$ cat config.mk
export PLATFORM = sky130hd
export DESIGN_NAME = uart_frame_unpacker
export DESIGN_NICKNAME = d
export VERILOG_FILES = /design/src/rtl/uart_frame_unpacker_pkg.sv /design/src/rtl/uart_frame_unpacker_sync_fifo.sv /design/src/rtl/uart_frame_unpacker.sv
export SDC_FILE = /design/constraint.sdc
export NUM_CORES = 1
export LEC_CHECK = 0
export BUFFER_PORTS_ARGS = -buffer_cell sky130_fd_sc_hd__buf_2
export CAP_MARGIN = 20
export CORE_MARGIN = 2
export CORE_UTILIZATION = 60
export CTS_BUF_LIST = sky130_fd_sc_hd__clkbuf_4 sky130_fd_sc_hd__clkbuf_8
export CTS_CLUSTER_DIAMETER = 50
export DETAILED_ROUTE_END_ITERATION = 10
export GPL_TIMING_DRIVEN = 0
export HOLD_SLACK_MARGIN = 0.02
export PLACE_DENSITY_LB_ADDON = 0.12
export SETUP_SLACK_MARGIN = 0.02
export SYNTH_ARGS = -nofsm -noshare
export SYNTH_HDL_FRONTEND = slang
export SYNTH_SLANG_ARGS = --single-unit
export TNS_END_PERCENT = 30
$ cat constraint.sdc
create_clock -name clk -period 4.7 [get_ports clk]
set_clock_uncertainty 0.15 [all_clocks]
set_input_delay 0.47 -clock clk [delete_from_list [all_inputs] [get_ports clk]]
set_output_delay 0.47 -clock clk [all_outputs]
set_load 0.01 [all_outputs]
$ cat src/rtl/uart_frame_unpacker_pkg.sv
// Shared definitions for the UART frame unpacker: sync marker, status codes,
// parser state encoding and the parser register bundle.
package uart_frame_unpacker_pkg;

  localparam logic [7:0] SYNC_BYTE_DEFAULT = 8'hA5;

  localparam logic [2:0] ERR_OK   = 3'd0;
  localparam logic [2:0] ERR_LEN  = 3'd1;
  localparam logic [2:0] ERR_CSUM = 3'd2;
  localparam logic [2:0] ERR_TMO  = 3'd3;
  localparam logic [2:0] ERR_OVF  = 3'd4;

  typedef enum logic [1:0] {
    HUNT = 2'd0,
    LEN  = 2'd1,
    DATA = 2'd2,
    CSUM = 2'd3
  } state_t;

  // Parser registers grouped so the whole FSM context can be probed in one place.
  typedef struct packed {
    state_t      state;
    logic [1:0]  byte_cnt;
    logic [23:0] shift;
    logic [7:0]  csum;
  } parse_t;

endpackage

$ cat src/rtl/uart_frame_unpacker_sync_fifo.sv
// Synchronous FIFO with extra-bit pointers; supports push and pop in the same
// cycle, including when full. Head data reads as zero while empty.
module uart_frame_unpacker_sync_fifo #(
  parameter int WIDTH = 33,
  parameter int DEPTH = 4
) (
  input  logic             clk,
  input  logic             rst,
  input  logic             push,
  input  logic [WIDTH-1:0] push_data,
  input  logic             pop,
  output logic [WIDTH-1:0] pop_data,
  output logic             full,
  output logic             empty
);

  localparam int AW = $clog2(DEPTH);

  logic [WIDTH-1:0] mem [DEPTH];
  logic [AW:0]      wr_ptr;
  logic [AW:0]      rd_ptr;
  logic             do_push;
  logic             do_pop;

  assign empty    = (wr_ptr == rd_ptr);
  assign full     = (wr_ptr[AW] != rd_ptr[AW]) && (wr_ptr[AW-1:0] == rd_ptr[AW-1:0]);
  assign do_pop   = pop && !empty;
  assign do_push  = push && (!full || do_pop);
  assign pop_data = empty ? '0 : mem[rd_ptr[AW-1:0]];

  always_ff @(posedge clk) begin
    if (rst) begin
      wr_ptr <= '0;
      rd_ptr <= '0;
    end else begin
      if (do_push) wr_ptr <= wr_ptr + 1'b1;
      if (do_pop)  rd_ptr <= rd_ptr + 1'b1;
    end
  end

  always_ff @(posedge clk) begin
    if (do_push) mem[wr_ptr[AW-1:0]] <= push_data;
  end

endmodule

$ cat src/rtl/uart_frame_unpacker.sv
// Parses SYNC/LEN/data/XOR-checksum frames from UART byte strobes and queues
// big-endian 32-bit words with a last flag; reports status per frame.
module uart_frame_unpacker
  import uart_frame_unpacker_pkg::*;
#(
  parameter int         FIFO_DEPTH  = 4,
  parameter int         MAX_WORDS   = 16,
  parameter logic [7:0] SYNC_BYTE   = SYNC_BYTE_DEFAULT,
  parameter int         TIMEOUT_CYC = 65535
) (
  input  logic        clk,
  input  logic        rst,
  input  logic [7:0]  rx_data,
  input  logic        rx_valid,
  output logic [31:0] word_data,
  output logic        word_valid,
  input  logic        word_ready,
  output logic        word_last,
  output logic        frame_done,
  output logic [2:0]  frame_err
);

  localparam int WLW = $clog2(MAX_WORDS + 1);
  localparam int TW  = (TIMEOUT_CYC > 1) ? $clog2(TIMEOUT_CYC + 1) : 1;

  // Output handshake: a word transfers on any cycle with word_valid & word_ready;
  // word_data/word_last hold steady while word_valid is high and word_ready is low.

  parse_t         cur;
  parse_t         nxt;
  logic [WLW-1:0] words_left;
  logic [WLW-1:0] words_left_nxt;
  logic [TW-1:0]  idle_cnt;
  logic [TW-1:0]  idle_cnt_nxt;
  logic           done_nxt;
  logic [2:0]     err_nxt;
  logic           push;
  logic           pop;
  logic           full;
  logic           empty;
  logic [32:0]    push_data;
  logic [32:0]    head;

  assign pop        = word_valid & word_ready;
  assign word_valid = !empty;
  assign word_last  = head[32];
  assign word_data  = head[31:0];

  always_comb begin
    nxt            = cur;
    words_left_nxt = words_left;
    idle_cnt_nxt   = '0;
    done_nxt       = 1'b0;
    err_nxt        = frame_err;
    push           = 1'b0;
    push_data      = {(words_left == WLW'(1)), cur.shift, rx_data};

    if (cur.state != HUNT && !rx_valid && TIMEOUT_CYC != 0)
      idle_cnt_nxt = idle_cnt + TW'(1);

    if (rx_valid) begin
      case (cur.state)
        HUNT: begin
          if (rx_data == SYNC_BYTE) nxt.state = LEN;
        end
        LEN: begin
          if (rx_data != 8'd0 && {24'd0, rx_data} <= MAX_WORDS) begin
            nxt.state      = DATA;
            nxt.csum       = rx_data;
            nxt.byte_cnt   = 2'd0;
            nxt.shift      = '0;
            words_left_nxt = WLW'(rx_data);
          end else begin
            nxt.state = HUNT;
            done_nxt  = 1'b1;
            err_nxt   = ERR_LEN;
          end
        end
        DATA: begin
          nxt.csum     = cur.csum ^ rx_data;
          nxt.shift    = {cur.shift[15:0], rx_data};
          nxt.byte_cnt = cur.byte_cnt + 2'd1;
          if (cur.byte_cnt == 2'd3) begin
            // A push is only lost when the FIFO is full and nothing leaves this cycle.
            if (full && !pop) begin
              nxt.state    = HUNT;
              nxt.byte_cnt = 2'd0;
              done_nxt     = 1'b1;
              err_nxt      = ERR_OVF;
            end else begin
              push           = 1'b1;
              words_left_nxt = words_left - WLW'(1);
              if (words_left == WLW'(1)) nxt.state = CSUM;
            end
          end
        end
        CSUM: begin
          nxt.state = HUNT;
          done_nxt  = 1'b1;
          err_nxt   = (rx_data == cur.csum) ? ERR_OK : ERR_CSUM;
        end
        default: nxt.state = HUNT;
      endcase
    end else if (cur.state != HUNT && TIMEOUT_CYC != 0 &&
                 idle_cnt == TW'(TIMEOUT_CYC - 1)) begin
      nxt.state    = HUNT;
      nxt.byte_cnt = 2'd0;
      done_nxt     = 1'b1;
      err_nxt      = ERR_TMO;
    end
  end

  always_ff @(posedge clk) begin
    if (rst) begin
      cur        <= '{state: HUNT, byte_cnt: '0, shift: '0, csum: '0};
      words_left <= '0;
      idle_cnt   <= '0;
      frame_done <= 1'b0;
      frame_err  <= ERR_OK;
    end else begin
      cur        <= nxt;
      words_left <= words_left_nxt;
      idle_cnt   <= idle_cnt_nxt;
      frame_done <= done_nxt;
      frame_err  <= err_nxt;
    end
  end

  uart_frame_unpacker_sync_fifo #(
    .WIDTH (33),
    .DEPTH (FIFO_DEPTH)
  ) u_fifo (
    .clk       (clk),
    .rst       (rst),
    .push      (push),
    .push_data (push_data),
    .pop       (pop),
    .pop_data  (head),
    .full      (full),
    .empty     (empty)
  );

endmodule
==> results of run 1 <==
## synthesized netlist by cell type (11+ instances only)
cell	count
edfxtp_1	132
dfxtp_1	69
nand2_1	46
a21oi_1	40
nor2b_1	35
mux4_2	33
nor2_1	32
o21ai_0	30
clkbuf_1	26
inv_1	16
ha_1	15
o21ai_1	14
xnor2_1	14
xor2_1	12
nand3_1	11
## metrics by stage
step                      total power (W)  cell area (sq um)  setup WS, ps
after floorplan                   0.00194               8520           663
after global placement            0.00196               8980         -1690
after detailed placement          0.00197               9090          1540
after CTS                         0.00338               9740          1050
after global routing              0.00346               9740           909
final                             0.00336               9740          1120
## report_power, final
part | switching, W | leakage (nW) | internal, W | total [W]
combinational | 0.0000449 | 1.19 | 0.0000205 | 0.0000654
sequential | 0.000000548 | 1.74 | 0.00187 | 0.00187
clock | 0.000633 | 0.327 | 0.000792 | 0.00142
## logic make-up (layout without fill, tap and decap cells)
group | Yosys count | after routing | synth area share [%]
AO/OA/AOI/OAI | 127 | 127 | 9.67
AND/OR/NAND/NOR | 162 | 162 | 9.80
XOR/XNOR | 26 | 26 | 2.67
adder cells (fa/ha/maj) | 15 | 15 | 2.20
buffers and inverters | 57 | 172 | 3.11
multiplexers | 39 | 39 | 9.80
flip-flops | 201 | 201 | 62.7
## worst max path at each step
stage / to / slack [ps] / cells after the start
floorplan: u_fifo.mem[3][0] / 660 / 4
global placement: u_fifo.mem[3][21] / -1690 / 5
detailed placement: word_data[1] / 1540 / 5
CTS: word_data[1] / 1050 / 5
global route: word_data[28] / 910 / 5
finish: word_data[1] / 1120 / 5
## worst max-delay path, stage by stage (launching register included)
cell      delay [ps]
dfxtp_1          330
xnor2_1          510
nor3b_2          860
clkbuf_1         470
nor2b_1          100
buf_2            160
## sequential cells by signal, summed over array words and instances, names as in the netlist, named ones only
signal	cells
words_left	5
u_fifo.mem	132
u_fifo.wr_ptr	3
idle_cnt	16
frame_done	1
frame_err	3
u_fifo.rd_ptr	3
cur	36
## per-layer routing
| layer | up-vias | global-route usage (%) | part of all wire (%) |
|---|---|---|---|
| li1 | 2522 | - | - |
| met1 | 2710 | 30.8 | 41 |
| met2 | 179 | 40.8 | 51 |
| met3 | 40 | 4.24 | 5.7 |
| met4 | 0 | 7.60 | 2.5 |
| met5 | - | 0 | 0 |
## layout make-up
class	count	area share (%)
plain buffers	40	2.07
clock buffers	46	5.60
clock inverters	11	0.706
inverters	17	0.655
multi-input cells	369	29.9
flip-flops and latches	201	54.9
well taps	180	2.31
repair buffers	58	3.88
## timing repair
| item | CTS | global route |
|---|---|---|
| hold endpoints to repair | 16 | 0 |
| hold buffers | 4 | 0 |
| setup endpoints to repair | 0 | 0 |
| resized for setup | 0 | 0 |
==> results.md, run 1 <==
- Status: finished clean
- Number of flops mapped to enable cells by yosys: 132
- H-tree depth: 1
- R2R setup slack: 1890 ps
- Final hold violation count: 0
- Die Area: 0.0152 sq mm
- Post-Synthesis Cells: about 630
- GR Overflow Total: 0
- Max-cap violations: 0
- Reg2Reg Depth: 5
- Total negative slack: 0 ps
- Synthesized area per cell: ~14 sq um
- Leading cell type in the layout, fill and taps excluded: edfxtp_1
- Core footprint: 0.0139 sq mm
- Port buffer count: between 40 and 50
- # setup viols final: 0
- Layout cells sized above 1: 22.1%
- Beginning of the critical path: u_fifo.wr_ptr[2]
- # Post-CTS Setup Buffers: 0
- Maximum VDD drop: 0.284 mV
- PwrDens: 344 mW/mm^2
- Placed instance count: 861
- Root Driver: clkbuf_8
- CP max FO: 10
- Largest net degree at the start of global routing: 22
- FFs w/ async S/R, synth: 0%
- Mapped cell area: 0.00852 sq mm
- Pleak: between 3 and 4 nW
- Vias: 5,451
- Die Height: 123 microns
- Storage cell area: 0.00535 sq mm
- Synth-to-Final Area Change: 14.4%
- Die W: ~120 microns
- First-pass GRT wire length: about 28,000 microns
- DRC errors left: 0
- Top_reg_cell synth: edfxtp_1
- Post-route ant nets: 0
- Post-Route WL: around 17,000 microns
- Tcrit/Tclk final: 76.2%
- Post-synthesis cell type count: between 60 and 70
- First-pass iteration count of the detailed router: 5
- Synth Register Bits: 201
- Tightest Hold Check Type: primary input to register
- Reg2reg end: u_fifo.mem[3][18]
- CTS clk-pin slew, worst paths: 60 ps
- Fin. max-slew vios: 0
- Routed WL per cell: 18.8 microns
- CTS tree: built
- Inserted Clock Buffers: 31
- Fin util: 70.2%
- Final non-filler cell total: 922
- Setup crit start kind: register
- I/O Pins: 50
- CP Capture Type: primary output
- RR Startpoint: u_fifo.wr_ptr[0]
- Endpoint, Worst Hold: u_fifo.mem[2][3]
- Post-DP HPWL: 11,700 microns
- Rows: 43
- Critical Path RT: 4080 ps
- Worst hold stages: 1
- FMAX: 0.279 GHz
- Area leader, netlist: edfxtp_1
- Worst-Margin Slew: 923 ps
- Iteration-0 DRC Markers: 502
- Top cell type's share of synthesized area: 46.5%
- Most frequent cells in the layout: edfxtp_1 (132), dfxtp_1 (69), buf_2 (51)
- Min Hold Slack: 42.2 ps
- Routability cong.: a little over 0.9
- Worst skew pair latency: 550 ps
- Seq/Total Area, Yosys: a little over three fifths
- Vias in the first global route: around 5,500
- Starting Density: 61.4%
- CTS Buffer Depth: 3
- Synth warn: 0
- Filler cell count: 946
- N_diodes: 0
- RSZ-0062 raised after global routing: false
- Crit Path Class: register to primary output
- Hold Crit Start: rx_data[3]
- Tmin final: 3580 ps
- Multi-input gate area: roughly 0.003 sq mm
- Clock sink total: 201
- Gr usage total: between 20% and 30%
- CP arrival: between 2000 and 3000 ps
- Synth Net Count: about 650
- Initial antenna violation count: 0
- Layout Nets: 745
- Drt via density: between 5 and 6
- Max transition margin: 38.2%
- Synth top area cells: edfxtp_1 (47%), dfxtp_1 (16%), mux4_2 (8.7%)
Note: power is estimated with default switching activity, not from simulation.
==> inputs of run 2 (changes only) <==
ABC_AREA = 1   (was default)
CORE_UTILIZATION = 57   (was 60)
clock period = 3.1 ns   (was 4.7 ns; I/O delays follow)
==> run 2 against run 1 <==
Net effect:
- setup slack got worse by 950 ps
- clock power rose by 76%
- clock-buffer cell count rose by 6
- cell count rose by 27%
- critical endpoint is now word_data[14]
- critical path type unchanged
- final area rose by 3.0%
==> results.md, run 2 <==
- Synth warn: 0
- Post-synthesis cell type count: 38
- Root Driver: clkbuf_8
- Synth top area cells: edfxtp_1 (46%), dfxtp_1 (16%), nand2_1 (7.6%)
- Worst skew pair latency: 520 ps
- Most frequent cells after synthesis: nand2_1 (174), nor2_1 (150), edfxtp_1 (132)
- Final hold violation count: 0
- FFs w/ async S/R, synth: 0%
- CTS Buffer Depth: 3
- Crit Path Class: register to primary output
- Max-cap violations: 0
- Final worst slack: 170 ps
- Clock sink total: 201
- Initial antenna violation count: 1
- Pleak: roughly 4 nW
- Tcrit/Tclk final: 94.5%
- Worst-Margin Slew: roughly 670 ps
- Die Height: 127 microns
- Synth-to-Final Area Change: 16.5%
- Critical Path RT: 2640 ps
- Layout cells sized above 1: 15.8%
- Synth Register Bits: 201
- FMAX: 0.341 GHz
- Number of flops mapped to enable cells by yosys: 132
- First-pass GRT wire length: 32,200 microns
- Die W: 127 microns
- Starting Density: 58.8%
- CP max FO: 10
- CTS clk-pin slew, worst paths: approximately 60 ps
- # Post-CTS Setup Buffers: 0
- PwrDens: 598 mW/mm^2
- # setup viols final: 0
- Setup WS pre-CTS: slightly above 300 ps
- DRC errors left: 0
- Post-CTS sizing: 0
- Post-Route WL: 19,800 microns
- Worst hold stages: 3
- N_diodes: 0
- Total negative slack: 0 ps
- Tmin final: 2930 ps
- GR Overflow Total: 0
- Vias: 6,459
- Setup crit start kind: register
- Rows: 44
- Routability cong.: 0.862
- Layout Nets: 993
- Die Area: 0.0161 sq mm
- Routed WL per cell: approximately 17 microns
- Mapped cell area: 0.00862 sq mm
- Max transition margin: 55.3%
- Core footprint: 0.0146 sq mm
- Filler cell count: 1,128
- CP arrival: 2470 ps
- CP Capture Type: primary output
- Top_reg_cell synth: edfxtp_1
- Top cell type's share of synthesized area: 46.0%
- Max reg flops: 132
- First-pass iteration count of the detailed router: 5
- Iteration-0 DRC Markers: 560
- Post-route ant nets: 0
- Top-count cell post-synth: nand2_1
- Synthesized area per cell: 9.93 sq um
- H-tree depth: 2
- Inserted Clock Buffers: 34
- Fin. max-slew vios: 0
- Reg2Reg Depth: 7
- Seq/Total Area, Yosys: 62.0%
- Most frequent cells in the layout: nand2_1 (174), nor2_1 (146), edfxtp_1 (132)
- Port buffer count: 48
- Vias in the first global route: approximately 6,500
- Gr usage total: 25.4%
- Post-DP HPWL: 13,100 microns
- Drt via density: 5.50
- Leading cell type in the layout, fill and taps excluded: nand2_1
- Status: finished clean
- Tightest Hold Check Type: primary input to register
- Area leader, netlist: edfxtp_1
- Synth Net Count: between 800 and 900
- I/O Pins: 50
- Post-Synthesis Cells: a little under 900
- CTS tree: built
- Maximum VDD drop: 0.422 mV
- Largest net degree at the start of global routing: 25
- RSZ-0062 raised after global routing: true
run 2: cell count changes after synthesis, moves of 22 or more:
cell and delta:
inv_1 +59, o32ai_1 +32, nand2_1 +128, mux4_2 -33
o21ai_0 +22, nor2_1 +118, nor2b_1 -35
run 2: power breakdown:
part	total, W	leakage (nW)	switching [W]	internal, W
logic	0.000660	1.83	0.000429	0.000231
registers	0.00285	1.80	0.0000109	0.00284
clock network	0.00250	0.380	0.00104	0.00146
run 2: cell families after synthesis:
logic type                 Yosys count  synth area share, %
and+or+nand+nor                    375                 17.8
DFF                                201                 62.0
AOI/OAI and AO/OA                  145                 10.7
buffers and inverters              116                 5.69
xor gates and xnor gates            16                 1.63
adders and majority gates           15                 2.18
run 2: final timing paths:
check | startpoint | to | slack (ps)
setup / recovery | register | word_data[14] | 170
hold / removal | word_ready | register | 110
setup reg to reg | cur[34] | u_fifo.mem[0][19] | 300
hold reg to reg | u_fifo.wr_ptr[2] | u_fifo.wr_ptr[2] | 300
run 2: area by class of cell:
class                   instances  area [sq um]  share of cell area (%)
multi-input cells             551          2810                    28.0
clock buffers                  52           628                    6.26
clock inverters                 9          92.6                   0.922
repair buffers                 62           443                    4.41
plain buffers                  41           209                    2.08
flip-flops and latches        201          5350                    53.2
well taps                     184           230                    2.29
inverters                      75           282                    2.80
run 2: worst max-delay path: stages, from the launching register on:
cell	delay [ps]
dfxtp_1	430
buf_2	300
buf_1	470
nor2_1	130
o32ai_1	300
nand2_1	110
inv_1	80
buf_2	120
run 2: layer usage:
metal | up-vias | share of wire (%) | track usage, %
met2 | 173 | 51 | 44.7
met3 | 48 | 4.9 | 4.47
li1 | 3131 | - | -
met5 | - | 0.086 | 0
met4 | 2 | 2.8 | 10.6
met1 | 3105 | 42 | 31.1
run 2: through the flow:
step	power, W	instances	instance area [sq um]	hold WS, ps	utilization (%)
finish	0.00601	1175	10000	108	68.6
global route	0.00625	1175	10000	102	68.6
CTS	0.00605	1175	10000	70.7	68.6
detailed placement	0.00356	1104	9220	294	63.0
global placement	0.00355	1100	9090	279	62.1
floorplan	0.00331	868	8620	259	-
run 2: what timing repair did:
item	in CTS	in global routing
hold endpoints to repair	44	0
hold buffers	10	0
setup endpoints to repair	0	4
==> inputs of run 3 (changes only) <==
CORE_ASPECT_RATIO = 1.5   (was default)
PLACE_DENSITY = 0.84   (was default)
PLACE_DENSITY_LB_ADDON = default   (was 0.12)
SETUP_SLACK_MARGIN = 0.5   (was 0.02)
==> run 3 against run 2 <==
Net effect:
- critical path type unchanged
- critical path depth did not move
- die area grew 0.13%
- total power fell by 6.5%
- highest routed layer is now met4
- sequential cell count unchanged
==> results.md, run 3 (synthesized netlist as in run 2, its figures left out) <==
- GR peak layer: met2
- Post-DP HPWL: between 10,000 and 15,000 microns
- Max-cap violations: 0
- Post-Route WL: 19,300 microns
- Reg2Reg Depth: 7
- Tcrit/Tclk final: 82.1%
- Die W: 104 microns
- Max transition margin: 57.2%
- Most frequent cells in the layout: nand2_1 (173), nor2_1 (145), edfxtp_1 (132)
- Core footprint: 0.0149 sq mm
- Worst-Margin Slew: 641 ps
- Inserted Clock Buffers: 29
- Hold Crit Start: idle_cnt[0]
- Fin. max-slew vios: 0
- Maximum VDD drop: 0.352 mV
- Post-route ant nets: 0
- Total negative slack: 0 ps
- I/O Pins: 50
- Worst skew pair latency: 560 ps
- Iteration-0 DRC Markers: 470
- Power Total: 0.00562 W
- CTS Buffer Depth: 3
- Met2 usage: 46.0%
- Reg2reg end: u_fifo.mem[1][31]
- CTS tree: built
- Die Height: around 150 microns
- Root Driver: clkbuf_8
- Setup crit start kind: register
- First-pass iteration count of the detailed router: 5
- Initial antenna violation count: 0
- GR Overflow Total: 0
- Die Area: around 0.016 sq mm
- GRT met1 Usage: 26.5%
- Routed WL per cell: 16.2 microns
- First-pass GRT wire length: 31,000 microns
- GR Layer Usage met3: 2.87%
- Endpoint, Worst Hold: idle_cnt[0]
- Synth-to-Final Area Change: 17.2%
- Worst hold stages: 1
- Crit Path Class: register to primary output
- FMAX: 0.393 GHz
- Layout Nets: 995
- Layout cells sized above 1: 18.0%
- Vias in the first global route: between 6,000 and 7,000
- Starting Density: 57.7%
- Vias: 6,490
- Leading cell type in the layout, fill and taps excluded: nand2_1
- Design area: 0.0101 sq mm
- Largest net degree at the start of global routing: 28
- Port buffer count: 48
- CP arrival: ~2100 ps
- PwrDens: around 560 mW/mm^2
- Max reg flops: 132
- RSZ-0062 raised after global routing: false
- Routability cong.: around 0.89
- Tmin final: 2540 ps
- CTS clk-pin slew, worst paths: 70 ps
- Tightest Hold Check Type: register to register
- Clock sink total: 201
- R2R setup slack: 660 ps
- Placed Area: 0.00920 sq mm
- Status: finished clean
- Min Hold Slack: 299 ps
- Final hold violation count: 0
- Drt via density: 5.45
- Fin util: 67.6%
- N_diodes: 0
- Critical Path RT: between 2000 and 3000 ps
- RR Startpoint: cur[34]
- Gr usage total: 24.1%
- Pleak: 4.05 nW
- H-tree depth: 1
- Rows: 55
- CP Capture Type: primary output
- CP max FO: 10
- # setup viols final: 0
- DRC errors left: 0
[run 3: cell types whose count changed in the layout (fill, tap and decap cells not counted), moves of 4 or more]
cell,delta
o32ai_2,+5
buf_12,+4
clkbuf_2,+5
clkbuf_1,-13
clkbuf_8,-5
buf_4,+6
o32ai_1,-5
[run 3: worst max path at each step]
stage	start	end	slack, ps	depth (start not counted)
after floorplan	cur[34]	u_fifo.mem[0][0]	450	6
after global placement	cur[34]	u_fifo.mem[0][29]	-440	6
after detailed placement	cur[34]	u_fifo.mem[3][32]	60	6
after CTS	register	word_data[21]	330	9
after global routing	register	word_data[13]	500	9
final	register	word_data[11]	560	7
[run 3: critical path: stages, from the launching register on]
cell      delay (ps)
dfxtp_2          410
buf_6            170
clkbuf_4         220
nor2_1            70
o32ai_1          390
nand2_1           90
inv_1             60
buf_2            120
[run 3: power by group]
group	leakage (nW)	internal, W	switching (W)
clock	0.307	0.00109	0.000977
combinational	1.94	0.000267	0.000434
sequential	1.80	0.00284	0.0000117
[run 3: per-stage QoR]
stage	std cells	worst slack, ps
2_1_floorplan	868	452
3_3_place_gp	1115	-440
3_5_place_dp	1118	61.6
4_1_cts	1189	328
5_1_grt	1190	498
6_report	1190	556
[run 3: timing repair]
action                                 CTS  global route
cloned                                   1             0
setup endpoints to repair               86           106
buffers inserted                         5             1
pin swaps                                3             1
hold buffers                            11             0
endpoints found under the hold margin   50             0
resized for setup                       13            44
[run 3: final cells by class]
type                    instances  area (sq um)
clock inverters                12          63.8
multi-input cells             552          2860
well taps                     199           249
inverters                      75           282
plain buffers                  41           272
fillers                      1108          4830
flip-flops and latches        201          5350
clock buffers                  42           522
repair buffers                 68           500
[run 3: routing by layer]
layer | up-vias | part of all wire [%] | routed length [microns]
met5 | - | 0 | 0
met4 | 0 | 3.4 | 656
met3 | 54 | 5.3 | 1020
met2 | 236 | 53 | 10300
met1 | 3071 | 38 | 7330
li1 | 3129 | - | -
